### config.mk
export PLATFORM = sky130hd
export DESIGN_NAME = decode_queue_flat
export DESIGN_NICKNAME = d
export VERILOG_FILES = /design/src/rtl/decode_queue_if.sv /design/src/rtl/decode_queue.sv /design/src/flat_wrapper.sv
export SDC_FILE = /design/constraint.sdc
export NUM_CORES = 1
export LEC_CHECK = 0
export BUFFER_PORTS_ARGS = -buffer_cell sky130_fd_sc_hd__buf_2
export CORE_UTILIZATION = 50
export CTS_CLUSTER_DIAMETER = 200
export DETAILED_ROUTE_END_ITERATION = 8
export GPL_ROUTABILITY_DRIVEN = 0
export GPL_TIMING_DRIVEN = 0
export HOLD_SLACK_MARGIN = 0.12
export MAX_ROUTING_LAYER = met4
export PLACE_DENSITY = 0.69
export SETUP_SLACK_MARGIN = 0.15
export SLEW_MARGIN = 20
export SYNTH_ARGS = -nofsm -noshare
export SYNTH_HDL_FRONTEND = slang
export SYNTH_SLANG_ARGS = --single-unit
### constraint.sdc
create_clock -name clk -period 5.2 [get_ports clk]
set_clock_uncertainty 0.05 [all_clocks]
set_input_delay 1.04 -clock clk [delete_from_list [all_inputs] [get_ports clk]]
set_output_delay 1.04 -clock clk [all_outputs]
set_load 0.005 [all_outputs]
### src/rtl/decode_queue_if.sv
// -----------------------------------------------------------------------------
// decode_queue_if
// Bundles the fetch-side and issue-side handshakes of decode_queue.
//   flush          : discard everything buffered plus this cycle's input
//   in_valid/ready : fetch handshake, in_addr is the word address [ADDR_WIDTH-1:2]
//   in_insn        : raw 32-bit instruction word
//   out_valid/ready: issue handshake for the FIFO head
//   out_addr/insn  : address and raw word of the head entry
//   out_class      : 0 ALU,1 LOAD,2 STORE,3 BRANCH,4 JAL,5 JALR,6 SYSTEM,7 OTHER
//   out_rd/rs1/rs2 : register index fields of the head entry
//   out_imm        : sign-extended immediate of the head entry
//   out_illegal    : head entry is an illegal encoding
//   count          : occupied FIFO entries
// master = producer/consumer side (fetch + issue), slave = the decode queue.
// -----------------------------------------------------------------------------
interface decode_queue_if #(
    parameter int ADDR_WIDTH = 32,
    parameter int DEPTH      = 4
);
    logic                          flush;
    logic                          in_valid;
    logic                          in_ready;
    logic [ADDR_WIDTH-3:0]         in_addr;
    logic [31:0]                   in_insn;
    logic                          out_valid;
    logic                          out_ready;
    logic [ADDR_WIDTH-3:0]         out_addr;
    logic [31:0]                   out_insn;
    logic [2:0]                    out_class;
    logic [4:0]                    out_rd;
    logic [4:0]                    out_rs1;
    logic [4:0]                    out_rs2;
    logic [31:0]                   out_imm;
    logic                          out_illegal;
    logic [$clog2(DEPTH+1)-1:0]    count;

    modport master (
        output flush, in_valid, in_addr, in_insn, out_ready,
        input  in_ready, out_valid, out_addr, out_insn, out_class,
               out_rd, out_rs1, out_rs2, out_imm, out_illegal, count
    );

    modport slave (
        input  flush, in_valid, in_addr, in_insn, out_ready,
        output in_ready, out_valid, out_addr, out_insn, out_class,
               out_rd, out_rs1, out_rs2, out_imm, out_illegal, count
    );
endinterface

### src/rtl/decode_queue.sv
// -----------------------------------------------------------------------------
// decode_queue
// RV32I decode stage with a DEPTH-entry FIFO between fetch and issue.
// Incoming instructions are decoded combinationally (class, immediate) and the
// decoded bundle is written into the FIFO on push; all out_* signals come from
// the head entry, i.e. from registered state only.
// Ports:
//   clk  : clock
//   rst  : synchronous active-high reset (same effect as flush)
//   bus  : decode_queue_if.slave, fetch and issue handshakes plus flush/count
// Parameters: ADDR_WIDTH (address width, low 2 bits dropped), DEPTH (power of 2, >= 2)
// Optional feature macro: DECODE_ILLEGAL_CHECK_EN -- when defined, illegal
// encodings are flagged at push time; otherwise out_illegal is tied low.
// -----------------------------------------------------------------------------
module decode_queue #(
    parameter int ADDR_WIDTH = 32,
    parameter int DEPTH      = 4
) (
    input  logic           clk,
    input  logic           rst,
    decode_queue_if.slave  bus
);
    localparam int PTR_W = $clog2(DEPTH);
    localparam int CNT_W = $clog2(DEPTH + 1);
    localparam logic [CNT_W-1:0] FULL_CNT = CNT_W'(DEPTH);

    localparam logic [2:0] CLS_ALU    = 3'd0;
    localparam logic [2:0] CLS_LOAD   = 3'd1;
    localparam logic [2:0] CLS_STORE  = 3'd2;
    localparam logic [2:0] CLS_BRANCH = 3'd3;
    localparam logic [2:0] CLS_JAL    = 3'd4;
    localparam logic [2:0] CLS_JALR   = 3'd5;
    localparam logic [2:0] CLS_SYSTEM = 3'd6;
    localparam logic [2:0] CLS_OTHER  = 3'd7;

    typedef struct packed {
        logic [ADDR_WIDTH-3:0] addr;
        logic [31:0]           insn;
        logic [2:0]            cls;
        logic [31:0]           imm;
    } entry_t;

    entry_t            mem [DEPTH];
    logic [PTR_W-1:0]  wr_ptr_reg;
    logic [PTR_W-1:0]  rd_ptr_reg;
    logic [CNT_W-1:0]  count_reg;

    logic              push;
    logic              pop;
    logic [2:0]        dec_class;
    logic [31:0]       dec_imm;
    logic [31:0]       insn;
    logic [6:0]        opcode;

    assign insn   = bus.in_insn;
    assign opcode = insn[6:0];

    // in_ready comes from the registered count only, so a full queue never
    // accepts even if the head is being popped in the same cycle.
    assign bus.in_ready  = (count_reg < FULL_CNT);
    assign bus.out_valid = (count_reg != '0);
    assign push = bus.in_valid && bus.in_ready && !bus.flush;
    assign pop  = bus.out_valid && bus.out_ready && !bus.flush;

    // Combinational decode of the incoming word.
    always_comb begin
        dec_class = CLS_OTHER;
        dec_imm   = 32'd0;
        case (opcode)
            7'b0110111, 7'b0010111: begin   // LUI, AUIPC: U-type
                dec_class = CLS_ALU;
                dec_imm   = {insn[31:12], 12'b0};
            end
            7'b0010011: begin               // OP-IMM: I-type
                dec_class = CLS_ALU;
                dec_imm   = {{21{insn[31]}}, insn[30:20]};
            end
            7'b0110011: dec_class = CLS_ALU; // OP: no immediate
            7'b0000011: begin
                dec_class = CLS_LOAD;
                dec_imm   = {{21{insn[31]}}, insn[30:20]};
            end
            7'b0100011: begin
                dec_class = CLS_STORE;
                dec_imm   = {{21{insn[31]}}, insn[30:25], insn[11:7]};
            end
            7'b1100011: begin
                dec_class = CLS_BRANCH;
                dec_imm   = {{20{insn[31]}}, insn[7], insn[30:25], insn[11:8], 1'b0};
            end
            7'b1101111: begin
                dec_class = CLS_JAL;
                dec_imm   = {{12{insn[31]}}, insn[19:12], insn[20], insn[30:21], 1'b0};
            end
            7'b1100111: begin
                dec_class = CLS_JALR;
                dec_imm   = {{21{insn[31]}}, insn[30:20]};
            end
            7'b1110011: begin
                dec_class = CLS_SYSTEM;
                dec_imm   = {{21{insn[31]}}, insn[30:20]};
            end
            default: begin
                dec_class = CLS_OTHER;
                dec_imm   = 32'd0;
            end
        endcase
    end

    // Pointer and occupancy tracking; flush has priority over everything.
    always_ff @(posedge clk) begin
        if (rst || bus.flush) begin
            wr_ptr_reg <= '0;
            rd_ptr_reg <= '0;
            count_reg  <= '0;
        end else begin
            if (push) wr_ptr_reg <= wr_ptr_reg + PTR_W'(1);
            if (pop)  rd_ptr_reg <= rd_ptr_reg + PTR_W'(1);
            if (push && !pop)      count_reg <= count_reg + CNT_W'(1);
            else if (pop && !push) count_reg <= count_reg - CNT_W'(1);
        end
    end

    // Storage is not reset; outputs are don't-care while out_valid is low.
    always_ff @(posedge clk) begin
        if (push) begin
            mem[wr_ptr_reg] <= '{addr: bus.in_addr, insn: insn,
                                 cls: dec_class, imm: dec_imm};
        end
    end

    assign bus.out_addr  = mem[rd_ptr_reg].addr;
    assign bus.out_insn  = mem[rd_ptr_reg].insn;
    assign bus.out_class = mem[rd_ptr_reg].cls;
    assign bus.out_imm   = mem[rd_ptr_reg].imm;
    assign bus.out_rd    = mem[rd_ptr_reg].insn[11:7];
    assign bus.out_rs1   = mem[rd_ptr_reg].insn[19:15];
    assign bus.out_rs2   = mem[rd_ptr_reg].insn[24:20];
    assign bus.count     = count_reg;

`ifdef DECODE_ILLEGAL_CHECK_EN
    logic       illegal_mem [DEPTH];
    logic       dec_illegal;
    logic       known_opcode;
    logic [2:0] funct3;

    assign funct3 = insn[14:12];

    always_comb begin
        known_opcode = 1'b0;
        case (opcode)
            7'b0110111, 7'b0010111, 7'b0010011, 7'b0110011,
            7'b0000011, 7'b0100011, 7'b1100011, 7'b1101111,
            7'b1100111, 7'b1110011, 7'b0001111: known_opcode = 1'b1;
            default:                            known_opcode = 1'b0;
        endcase
    end

    // Branch funct3 010/011 are unassigned; JALR only defines funct3 000.
    assign dec_illegal = (insn[1:0] != 2'b11) || !known_opcode
                      || (opcode == 7'b1100011 && funct3[2:1] == 2'b01)
                      || (opcode == 7'b1100111 && funct3 != 3'b000);

    always_ff @(posedge clk) begin
        if (push) illegal_mem[wr_ptr_reg] <= dec_illegal;
    end

    assign bus.out_illegal = illegal_mem[rd_ptr_reg];
`else
    assign bus.out_illegal = 1'b0;
`endif

endmodule

### src/flat_wrapper.sv
// flat-port wrapper written by rule: the top's interface ports become plain ports
module decode_queue_flat 
#(
    parameter int ADDR_WIDTH = 32,
    parameter int DEPTH      = 4
)
  (clk, rst, bus_flush, bus_in_valid, bus_in_addr, bus_in_insn, bus_out_ready, bus_in_ready, bus_out_valid, bus_out_addr, bus_out_insn, bus_out_class, bus_out_rd, bus_out_rs1, bus_out_rs2, bus_out_imm, bus_out_illegal, bus_count);
  decode_queue_if #(.ADDR_WIDTH(ADDR_WIDTH), .DEPTH(DEPTH)) bus_i ();
  input  logic clk;
  input  logic rst;
  input wire logic [$bits(bus_i.flush)-1:0] bus_flush;
  input wire logic [$bits(bus_i.in_valid)-1:0] bus_in_valid;
  input wire logic [$bits(bus_i.in_addr)-1:0] bus_in_addr;
  input wire logic [$bits(bus_i.in_insn)-1:0] bus_in_insn;
  input wire logic [$bits(bus_i.out_ready)-1:0] bus_out_ready;
  output wire logic [$bits(bus_i.in_ready)-1:0] bus_in_ready;
  output wire logic [$bits(bus_i.out_valid)-1:0] bus_out_valid;
  output wire logic [$bits(bus_i.out_addr)-1:0] bus_out_addr;
  output wire logic [$bits(bus_i.out_insn)-1:0] bus_out_insn;
  output wire logic [$bits(bus_i.out_class)-1:0] bus_out_class;
  output wire logic [$bits(bus_i.out_rd)-1:0] bus_out_rd;
  output wire logic [$bits(bus_i.out_rs1)-1:0] bus_out_rs1;
  output wire logic [$bits(bus_i.out_rs2)-1:0] bus_out_rs2;
  output wire logic [$bits(bus_i.out_imm)-1:0] bus_out_imm;
  output wire logic [$bits(bus_i.out_illegal)-1:0] bus_out_illegal;
  output wire logic [$bits(bus_i.count)-1:0] bus_count;
  assign bus_i.flush = bus_flush;
  assign bus_i.in_valid = bus_in_valid;
  assign bus_i.in_addr = bus_in_addr;
  assign bus_i.in_insn = bus_in_insn;
  assign bus_i.out_ready = bus_out_ready;
  assign bus_in_ready = bus_i.in_ready;
  assign bus_out_valid = bus_i.out_valid;
  assign bus_out_addr = bus_i.out_addr;
  assign bus_out_insn = bus_i.out_insn;
  assign bus_out_class = bus_i.out_class;
  assign bus_out_rd = bus_i.out_rd;
  assign bus_out_rs1 = bus_i.out_rs1;
  assign bus_out_rs2 = bus_i.out_rs2;
  assign bus_out_imm = bus_i.out_imm;
  assign bus_out_illegal = bus_i.out_illegal;
  assign bus_count = bus_i.count;
  decode_queue #(.ADDR_WIDTH(ADDR_WIDTH), .DEPTH(DEPTH)) u_core (.clk(clk), .rst(rst), .bus(bus_i));
endmodule
==> Word level (Yosys, flattened, before mapping) <==
Memory sizes are Yosys's and may differ from the RTL's. A register that Yosys moved wholly into a read port is not among the register bits.
Cells that the tools add are included.
Widths: inputs -> output; s select.
{ "op_classes": {"multipliers": 0, "n_addsub": 4, "bitwise": 0, "order_cmp": 1, "n_div": 0, "shift": 0, "n_reduce_logical": 15, "eq_ne": 10, "mux": 8} }
{ "op_table": {"columns": ["cell", "count"], "rows": [
  ["$pmux 32 s5", 1],
  ["$eq 7x7->1 const B", 4],
  ["$eq 7x6->1 const B", 3],
  ["$pmux 3 s7", 1],
  ["$eq 7x5->1 const B", 2],
  ["$reduce_or 4->1", 2],
  ["$eq 7x2->1 const B", 1],
  ["$logic_and 1x1->1", 6],
  ["$mux 3", 2],
  ["$add 2x1->2 const B", 2],
  ["$mux 2", 2],
  ["$add 3x1->3 const B", 1],
  ["$logic_not 1->1", 3],
  ["$lt 3x3->1 const B", 1],
  ["$reduce_bool 3->1", 1],
  ["$sub 3x1->3 const B", 1],
  ["$mux 1", 2],
  ["$reduce_bool 2->1", 1],
  ["$reduce_or 2->1", 1],
  ["$logic_or 1x1->1", 1]
]} }
{ "totals": {"ff_bits": 7, "mem_bits_ro": 0, "output_inout_bits": 118, "n_memories": 1, "mem_bits_rw": 388, "latchBits": 0, "inputBits": 67} }
{ "mem_list": {"columns": ["name", "depth", "width", "rd", "rd_clocked_by_memory_dff", "write_ports", "line_no", "text"], "rows": [
  ["u_core.mem", 4, 97, 1, 1, 1, "decode_queue.sv:43", "entry_t mem [DEPTH];"]
]} }

==> Longest topological paths before layout <==
Gate-level depths: netlist (run 1).
{ "depth": {"word_depth": 7, "ltp_mapped": 8, "ltp_nobuf": 8} }

==> Least setup slack after synthesis (run 1) <==
No wires, ideal clock.
{ "synth_timing": {"path_type": "input port to flip-flop", "start": "in bus_flush", "end": "mem u_core.mem[0][0] in the netlist's numbering (enable)", "t_arrival_ns": 3.680, "path_buffers": 0, "cell_stages": 2, "path_slack_ns": 1.003, "setup_ns": 0.467, "path_cell_list": "nor3b_2 -> and2_1"} }
{ "synth_via": {"elab_chain_len": 4} }
{ "synth_lines": {"columns": ["item", "line_no", "text"], "rows": [
  ["from (decl)", "flat_wrapper.sv:11", "input wire logic [$bits(bus_i.flush)-1:0] bus_flush;"],
  ["$logic_not 1->1", "decode_queue.sv:62", "assign push = bus.in_valid && bus.in_ready && !bus.flush;"],
  ["$logic_and 1x1->1", "decode_queue.sv:62", null],
  ["$mux 1", "decode_queue.sv:126", "if (push) begin"],
  ["$mux 1 (not written as such)", "decode_queue.sv:127", "mem[wr_ptr_reg] <= '{addr: bus.in_addr, insn: insn,"],
  ["to (decl)", "decode_queue.sv:43", null]
]} }
No other way between the ends.

==> impl_metrics.csv, run 1 <==
group,metric,value,unit
job,cap_violations,0,
final_layout,multiInputGateArea,2990,sq um
cts,worstSkewPairLatency,0.53,ns
route,drt-wirelength-per-cell,21.8,um
final_layout,largest_reg_flops,388,
cts,cts_tree,"yes",
worst_setup_path,path_class,"flop to primary output",
cts,cts_buffer_depth,3,
timing,holdWs,0.494,ns
cts,cts_sinks,397,
global_route,grt_usage,19.6,%
timing,finalWorstSetupSlack,1.56,ns
floorplanning,initial_core_util,50.9,%
yosys,synthFlopType,"edfxtp_1",
global_route,grt_pass1_vias,7574,
route,dr.pass1.iters,5,
floorplanning,die_w,176,um
global_route,grt_max_degree,48,
route,drc,0,
floorplanning,pin_count,185,
global_route,antenna_found_initial,1,
final_layout,syn_to_final_growth,19.8,%
timing,setup_tns,0,ns
route,viasPerCell,5.54,
pwr,p_leak,6.40,nW
worst_setup_path,r2r-start,"u_core.bus.count[2]$_SDFFE_PP0P_",
final_layout,mostFrequentLayoutCells,"edfxtp_1, buf_2, mux4_2, clkbuf_16, buf_4",
yosys,synth.distinct_cells,43,
floorplanning,core_area,29700,sq um
yosys,seq_area_frac_synth,78.3,%
worst_setup_path,required,4.11,ns
placement,portBuffers,183,
final_layout,nFillCells,2110,
placement,place_ws,1.87,ns
yosys,synth_seq_cells,397,
route,drt-initial-drc-count,580,
min_path,hp-start,"u_core.bus.count[2]$_SDFFE_PP0P_",
timing,setup_viol,0,
cts,cts-root-buf,"clkbuf_16",
worst_setup_path,crit_path_end_kind,"primary output",
cts,post_cts.repair.setup_buffers,0,
timing,max_freq,0.275,GHz
timing,finalHoldViolations,0,
placement,hpwl,18.0,mm
cts,cts_hold_buf,0,
worst_setup_path,worst-r2r-setup-slack,2.73,ns
yosys,syn-num-nets,733,
cts,htreeDepth,2,
worst_setup_path,crit_arrival,2.55,ns
floorplanning,dieArea,30900,sq um
yosys,syn-cell-area,15100,sq um
cts,tritoncts.num_buffers,41,
yosys,syn_area_per_cell,22.9,sq um
final_layout,fin_cells,1316,
worst_setup_path,cp_max_fo,10,
final_layout,final_util,60.9,%
final_layout,final_nets,967,
floorplanning,row_count,63,
final_layout,drive_above_1_share,42.6,%
pwr,p_per_area,373,nW/um^2
timing,slew_headroom,14.9,%
cts,clk_pin_slew,0.06,ns
min_path,worstHoldPathType,"flop to flop",
cts,postCtsResizedCells,0,
final_layout,final_common_cell,"edfxtp_1",
yosys,synth_edf_count,388,
floorplanning,die_height,176,um
timing,rsz0062_at_grt,"no",
timing,worst_pin_slew,1.26,ns
global_route,grt_pass1_wl,43.6,mm
yosys,synthCells,660,
timing,final_max_slew_viol_count,0,
yosys,synth.yosys.warnings,0,
run_status,outcome,"finished clean",
timing,min_period,3.64,ns
final_layout,seq_area,11800,sq um
placement,dpl.cell_count,1241,
route,ant_nets,0,
route,routed_wl,28.7,mm
global_route,globalRouteOverflowTotal,0,
worst_setup_path,critPathLaunchType,"flop",
route,vias,7295,
timing,fin_crit_sh,70.0,%
pwr,irDropWorstVdd,0.283,mV
yosys,synthArstFlopShare,0,%
## final timing paths
check,end,cells after the start
max,bus_out_addr[25],5
min,u_core.bus.count[2]$_SDFFE_PP0P_,2
max reg2reg,u_core.mem[0][66]$_DFFE_PP_,4
min reg2reg,u_core.bus.count[2]$_SDFFE_PP0P_,2
## cells by family after synthesis
group	share of synthesized area [%]
buffers and inverters	1.99
and+or+nand+nor	2.12
xor gates and xnor gates	0.290
adders and majority gates	0.546
muxes	14.7
AOI/OAI and AO/OA	2.09
DFF	78.3
other	0.0248
## metal layers
metal  up-vias  global-route usage (%)  routed length (um)
li1       3232                       -                   -
met1      3752                    25.2               12000
met2       262                    31.3               14000
met3        49                    5.39                2220
met4         0                    4.49                 487
met5         -                       -                   0
## Yosys cell counts (all sizes together), types with 5 or more instances
cell type / number / area, sq um
a21oi: 9 / 45.0
mux4: 97 / 2180
inv: 5 / 18.8
a21o: 20 / 150
buf: 37 / 244
edfxtp: 388 / 11700
dfxtp: 9 / 180
clkbuf: 10 / 37.5
nor2: 16 / 60.1
and2: 10 / 62.6
ha: 5 / 62.6
## metrics by stage
step | area, sq um | total power, mW
6_report | 18100 | 6.75
3_3_place_gp | 16500 | 3.89
3_5_place_dp | 16700 | 3.90
2_1_floorplan | 15100 | 3.76
4_1_cts | 18100 | 6.82
5_1_grt | 18100 | 6.96
## area by class of cell
class	count	area share, %
Buffer	47	1.55
Timing Repair Buffer	191	6.19
Antenna cell	1	0.0138
Sequential cell	397	65.3
Multi-Input combinational cell	211	16.5
Clock inverter	20	1.13
Tap cell	390	2.69
Clock buffer	54	6.45
Inverter	5	0.104
## where the power goes
part           switching, mW  leakage, nW  internal (mW)
clock network           1.15        0.674           1.78
logic                  0.142         2.01          0.121
registers             0.0111         3.71           3.55
## worst max-delay path, stage by stage, from the launching register on
cell	delay, ns
dfxtp_1	0.31
buf_2	0.23
clkbuf_1	0.57
buf_2	0.39
mux4_2	0.37
buf_2	0.15
Note: power is estimated with default switching activity, not from simulation.
==> run 2: changes to the inputs <==
==> constraint.sdc (replaced) <==
create_clock -name clk -period 3.5 [get_ports clk]
set_clock_uncertainty 0.05 [all_clocks]
set_input_delay 0.7 -clock clk [delete_from_list [all_inputs] [get_ports clk]]
set_output_delay 0.7 -clock clk [all_outputs]
set_load 0.005 [all_outputs]
==> run 2 against run 1 <==
Sequential cell count is the same. Combinational power grew 49%. Register-to-register slack lost 1.6 ns. Final cell count is essentially flat. Sequential power grew 49%. First-iteration DRC count shrank 3.1%. Largest power group unchanged.
==> impl_metrics.csv, run 2 (same netlist as run 1, synthesis figures left out) <==
group,metric,value,unit
final_layout,multiInputGateArea,2990,sq um
pwr,p_per_area,546,nW/um^2
final_layout,final_common_cell,"edfxtp_1",
cts,cts_sinks,397,
min_path,holdPathEnd,"u_core.mem[2][70]$_DFFE_PP_",
timing,max_freq,0.315,GHz
floorplanning,die_w,176,um
pwr,irDropWorstVdd,0.411,mV
cts,cts_hold_buf,0,
final_layout,final_nets,967,
floorplanning,dieArea,30900,sq um
cts,tritoncts.num_buffers,41,
placement,place_area,16700,sq um
worst_setup_path,reg2regPathDepth,4,
final_layout,syn_to_final_growth,19.4,%
timing,rsz0062_at_grt,"no",
timing,slew_headroom,25.7,%
global_route,antenna_found_initial,0,
route,viasPerCell,5.52,
worst_setup_path,worst-r2r-setup-slack,1.12,ns
route,dr.pass1.iters,5,
floorplanning,initial_core_util,50.9,%
route,vias,7266,
min_path,worstHoldPathType,"input pin to flop",
route,drc,0,
route,ant_nets,0,
global_route,grt_max_degree,47,
global_route,grt_pass1_wl,43.8,mm
cts,cts_tree,"yes",
floorplanning,row_count,63,
timing,finalWorstSetupSlack,0.328,ns
cts,clk_pin_slew,0.06,ns
timing,final_max_slew_viol_count,0,
worst_setup_path,crit_arrival,2.42,ns
final_layout,fin_cells,1317,
route,drt-initial-drc-count,562,
cts,cts_buffer_depth,3,
final_layout,mostFrequentLayoutCells,"edfxtp_1, buf_2, mux4_2, clkbuf_16, buf_4",
final_layout,largest_reg_flops,388,
global_route,globalRouteOverflowTotal,0,
final_layout,nFillCells,2131,
worst_setup_path,critPathLaunchType,"flop",
job,cap_violations,0,
timing,fin_crit_sh,90.6,%
worst_setup_path,path_class,"flop to primary output",
cts,worstSkewPairLatency,0.52,ns
timing,min_period,3.17,ns
floorplanning,core_area,29700,sq um
final_layout,seq_area,11800,sq um
worst_setup_path,crit_path_end_kind,"primary output",
global_route,grt_pass1_vias,7597,
timing,setup_tns,0,ns
placement,portBuffers,183,
placement,hpwl,18.0,mm
cts,cts-root-buf,"clkbuf_16",
route,routed_wl,28.5,mm
worst_setup_path,r2r-start,"u_core.bus.count[2]$_SDFFE_PP0P_",
final_layout,n_antenna_cell,0,
timing,finalHoldViolations,0,
pwr,p_leak,6.37,nW
timing,setup_viol,0,
worst_setup_path,required,2.75,ns
placement,place_ws,0.596,ns
route,drt-wirelength-per-cell,21.7,um
cts,htreeDepth,2,
worst_setup_path,worst_r2r_endpoint,"u_core.mem[0][74]$_DFFE_PP_",
run_status,outcome,"finished clean",
final_layout,design_area,18000,sq um
worst_setup_path,cp_max_fo,10,
final_layout,drive_above_1_share,42.3,%
placement,dpl.cell_count,1241,
min_path,holdPathStages,1,
min_path,hp-start,"bus_in_addr[3]",
floorplanning,die_height,176,um
global_route,grt_usage,19.7,%
timing,worst_pin_slew,1.10,ns
floorplanning,pin_count,185,
==> run 2: changes by cell type in the layout (fill, tap and decap cells not counted), moves of 2 or more <==
| cell | previous run | this run |
|---|---|---|
| clkbuf_1 | 16 | 19 |
| clkbuf_8 | 5 | 2 |
| clkinv_2 | 5 | 8 |
| bufinv_16 | 4 | 2 |
| inv_6 | 3 | 1 |
==> run 2: metal layers <==
| metal | vias up | track usage (%) | part of all wire, % |
|---|---|---|---|
| met5 | - | - | 0 |
| met4 | 0 | 4.96 | 1.7 |
| met3 | 38 | 4.37 | 6.4 |
| met2 | 236 | 30.9 | 50 |
| met1 | 3760 | 26.3 | 42 |
| li1 | 3232 | - | - |
==> run 2: how the worst max path moves through the flow <==
stage | from | cells past startpoint | endpoint | slack, ns
floorplan | bus_flush | 2 | u_core.mem[0][0]$_DFFE_PP_ | 0.70
global placement | bus_flush | 3 | u_core.mem[0][71]$_DFFE_PP_ | -0.49
detailed placement | bus_flush | 5 | u_core.mem[0][69]$_DFFE_PP_ | 0.60
CTS | flop | 5 | bus_out_addr[6] | 0.19
global route | flop | 5 | bus_out_rs2[4] | 0.24
finish | flop | 5 | bus_out_rs2[4] | 0.33
==> run 2: cell type report <==
type | count | area share, %
flip-flops and latches | 397 | 65.6
multi-input cells | 211 | 16.6
clock buffers | 56 | 6.46
repair buffers | 191 | 6.17
well taps | 390 | 2.70
plain buffers | 47 | 1.57
clock inverters | 20 | 0.818
inverters | 5 | 0.104
==> run 2: per-stage QoR <==
step	utilization [%]	total power, mW	hold slack (ns)
after floorplan	-	5.58	0.435
after global placement	55.6	5.77	0.463
after detailed placement	56.3	5.79	0.478
after CTS	60.7	9.95	0.321
after global routing	60.7	10.2	0.333
final	60.7	9.85	0.342
==> run 2: repair_timing <==
item,CTS,global route
resized for setup,0,2
setup buffers,0,0
endpoints found under the setup margin,0,7
==> run 2: critical path, cell delays in order, from the launching register on <==
cell and delay [ns]:
dfxtp_1 0.31, buf_2 0.23, clkbuf_1 0.62, mux4_2 0.47, buf_4 0.16, buf_2 0.11
==> run 2: where the power goes <==
group	internal [mW]	switching (mW)	leakage, nW	total [mW]
Combinational	0.180	0.211	2.01	0.391
Clock	2.48	1.68	0.649	4.17
Sequential	5.28	0.0159	3.71	5.29
Total	7.94	1.91	6.37	9.85
==> run 3: changes to the inputs <==
--- a/config.mk
+++ b/config.mk
@@ -15,7 +15,6 @@
 export MAX_ROUTING_LAYER = met4
 export PLACE_DENSITY = 0.69
 export SETUP_SLACK_MARGIN = 0.15
-export SLEW_MARGIN = 20
 export SYNTH_ARGS = -nofsm -noshare
 export SYNTH_HDL_FRONTEND = slang
 export SYNTH_SLANG_ARGS = --single-unit
==> constraint.sdc (replaced) <==
create_clock -name clk -period 3.5 [get_ports clk]
set_clock_uncertainty 0.05 [all_clocks]
set_input_delay 0.525 -clock clk [delete_from_list [all_inputs] [get_ports clk]]
set_output_delay 0.525 -clock clk [all_outputs]
set_load 0.005 [all_outputs]
==> run 3 against run 2 <==
Clock-buffer cell count is 4 lower. Non-clock buffer count is 4 lower. Largest cell class unchanged. Via count is 0.29% lower. Global-route usage is 0.13 points higher. Clock power is 7.7% lower. Final cell count is 1.1% lower. Combinational power hardly changed. Sequential cell count stayed put. Total power is 3.2% lower. Design area is 1.3% lower. Sequential share of layout area is 0.84 points higher.
==> impl_metrics.csv, run 3 (same netlist as run 1, synthesis figures left out) <==
group,metric,value,unit
run_status,outcome,"finished clean",
final_layout,final_nets,961,
pwr,p_leak,6.26,nW
floorplanning,core_area,29700,sq um
timing,rsz0062_at_grt,"no",
worst_setup_path,setup.worst_path.end,"bus_out_addr[0]",
worst_setup_path,worst-r2r-setup-slack,1.12,ns
cts,tritoncts.num_buffers,39,
floorplanning,die_w,176,um
global_route,globalRouteOverflowTotal,0,
placement,place_area,16600,sq um
final_layout,syn_to_final_growth,17.9,%
route,drt-wirelength-per-cell,22.1,um
floorplanning,die_height,176,um
cts,cts_sinks,397,
timing,slew_headroom,22.1,%
worst_setup_path,reg2regPathDepth,3,
global_route,grt_usage,19.8,%
final_layout,mostFrequentLayoutCells,"edfxtp_1, buf_2, mux4_2, clkbuf_16, buf_4",
pwr,irDropWorstVdd,0.399,mV
floorplanning,dieArea,30900,sq um
global_route,grt_pass1_vias,7595,
cts,cts_buffer_depth,3,
route,dr.pass1.iters,5,
worst_setup_path,r2r-start,"u_core.bus.count[2]$_SDFFE_PP0P_",
cts,htreeDepth,2,
timing,final_max_slew_viol_count,0,
cts,cts_tree,"yes",
final_layout,final_common_cell,"edfxtp_1",
floorplanning,pin_count,185,
worst_setup_path,cp_max_fo,10,
worst_setup_path,crit_arrival,2.49,ns
cts,postCtsResizedCells,0,
global_route,antenna_found_initial,0,
worst_setup_path,crit_path_end_kind,"primary output",
worst_setup_path,path_class,"flop to primary output",
pwr,power.total,9.53,mW
global_route,grt_pass1_wl,44.3,mm
cts,cts_hold_buf,0,
route,viasPerCell,5.56,
worst_setup_path,critPathLaunchType,"flop",
timing,fin_crit_sh,87.6,%
timing,min_period,3.07,ns
route,vias,7245,
placement,place_ws,0.805,ns
worst_setup_path,required,2.92,ns
floorplanning,initial_core_util,50.9,%
final_layout,drive_above_1_share,41.5,%
final_layout,largest_reg_flops,388,
placement,portBuffers,183,
timing,setup_viol,0,
cts,post_cts.repair.setup_buffers,0,
route,drt-initial-drc-count,552,
route,ant_nets,0,
placement,hpwl,17.7,mm
timing,worst_pin_slew,1.16,ns
pwr,p_per_area,535,nW/um^2
timing,max_freq,0.326,GHz
global_route,grt_max_degree,52,
cts,cts-root-buf,"clkbuf_16",
floorplanning,row_count,63,
cts,worstSkewPairLatency,0.53,ns
worst_setup_path,worst_r2r_endpoint,"u_core.mem[2][57]$_DFFE_PP_",
job,cap_violations,0,
cts,clk_pin_slew,0.06,ns
min_path,hp-start,"bus_in_addr[5]",
timing,finalHoldViolations,0,
route,drc,0,
final_layout,design_area,17800,sq um
final_layout,n_antenna_cell,0,
timing,finalWorstSetupSlack,0.433,ns
route,routed_wl,28.8,mm
min_path,worstHoldPathType,"input pin to flop",
run 3: cell types whose count changed in the layout (fill, tap and decap cells not counted), moves of 2 or more:
| cell | before | now |
|---|---|---|
| clkbuf_16 | 44 | 42 |
| buf_12 | 3 | 0 |
| bufinv_16 | 2 | 0 |
| clkinv_2 | 8 | 5 |
run 3: layout make-up:
type | instances | area [sq um]
Fill cell | 2146 | 11900
Sequential cell | 397 | 11800
Multi-Input combinational cell | 211 | 2990
Clock buffer | 52 | 1100
Timing Repair Buffer | 187 | 1030
Tap cell | 390 | 488
Buffer | 47 | 282
Clock inverter | 14 | 76.3
Inverter | 5 | 18.8
run 3: power breakdown:
part	total (mW)	internal [mW]	switching [mW]	leakage, nW
sequential	5.29	5.28	0.0162	3.71
clock	3.85	2.20	1.65	0.577
combinational	0.389	0.177	0.212	1.97
run 3: stage by stage:
stage | hold slack, ns | cells | setup TNS [ns] | utilization [%]
global placement | 0.463 | 1233 | -111.86 | 55.6
CTS | 0.141 | 1303 | 0 | 59.9
finish | 0.159 | 1303 | 0 | 59.9
detailed placement | 0.468 | 1237 | 0 | 56.0
global route | 0.151 | 1303 | 0 | 59.9
floorplan | 0.435 | 660 | 0 | -
run 3: critical path: stages, from the launching register on:
cell      delay [ns]
dfxtp_1         0.30
buf_2           0.22
clkbuf_1        0.52
buf_2           0.40
mux4_2          0.37
buf_2           0.14
run 3: how the worst min path moves through the flow:
stage,slack [ns],endpoint,cells after the start
after floorplan,0.43,flop,2
after global placement,0.46,u_core.rd_ptr_reg[1]$_SDFFE_PP0P_,2
after detailed placement,0.47,u_core.rd_ptr_reg[0]$_SDFFE_PP0P_,2
after CTS,0.14,u_core.mem[0][68]$_DFFE_PP_,1
after global routing,0.15,u_core.mem[2][72]$_DFFE_PP_,1
final,0.16,u_core.mem[2][72]$_DFFE_PP_,1
run 3: layer usage:
layer  vias to the layer above  part of all wire (%)  GRT usage [%]
met3                        44                   5.9           4.16
met2                       209                    49           31.2
li1                       3210                     -              -
met4                         0                   1.9           5.29
met5                         -                     0              -
met1                      3782                    43           26.4
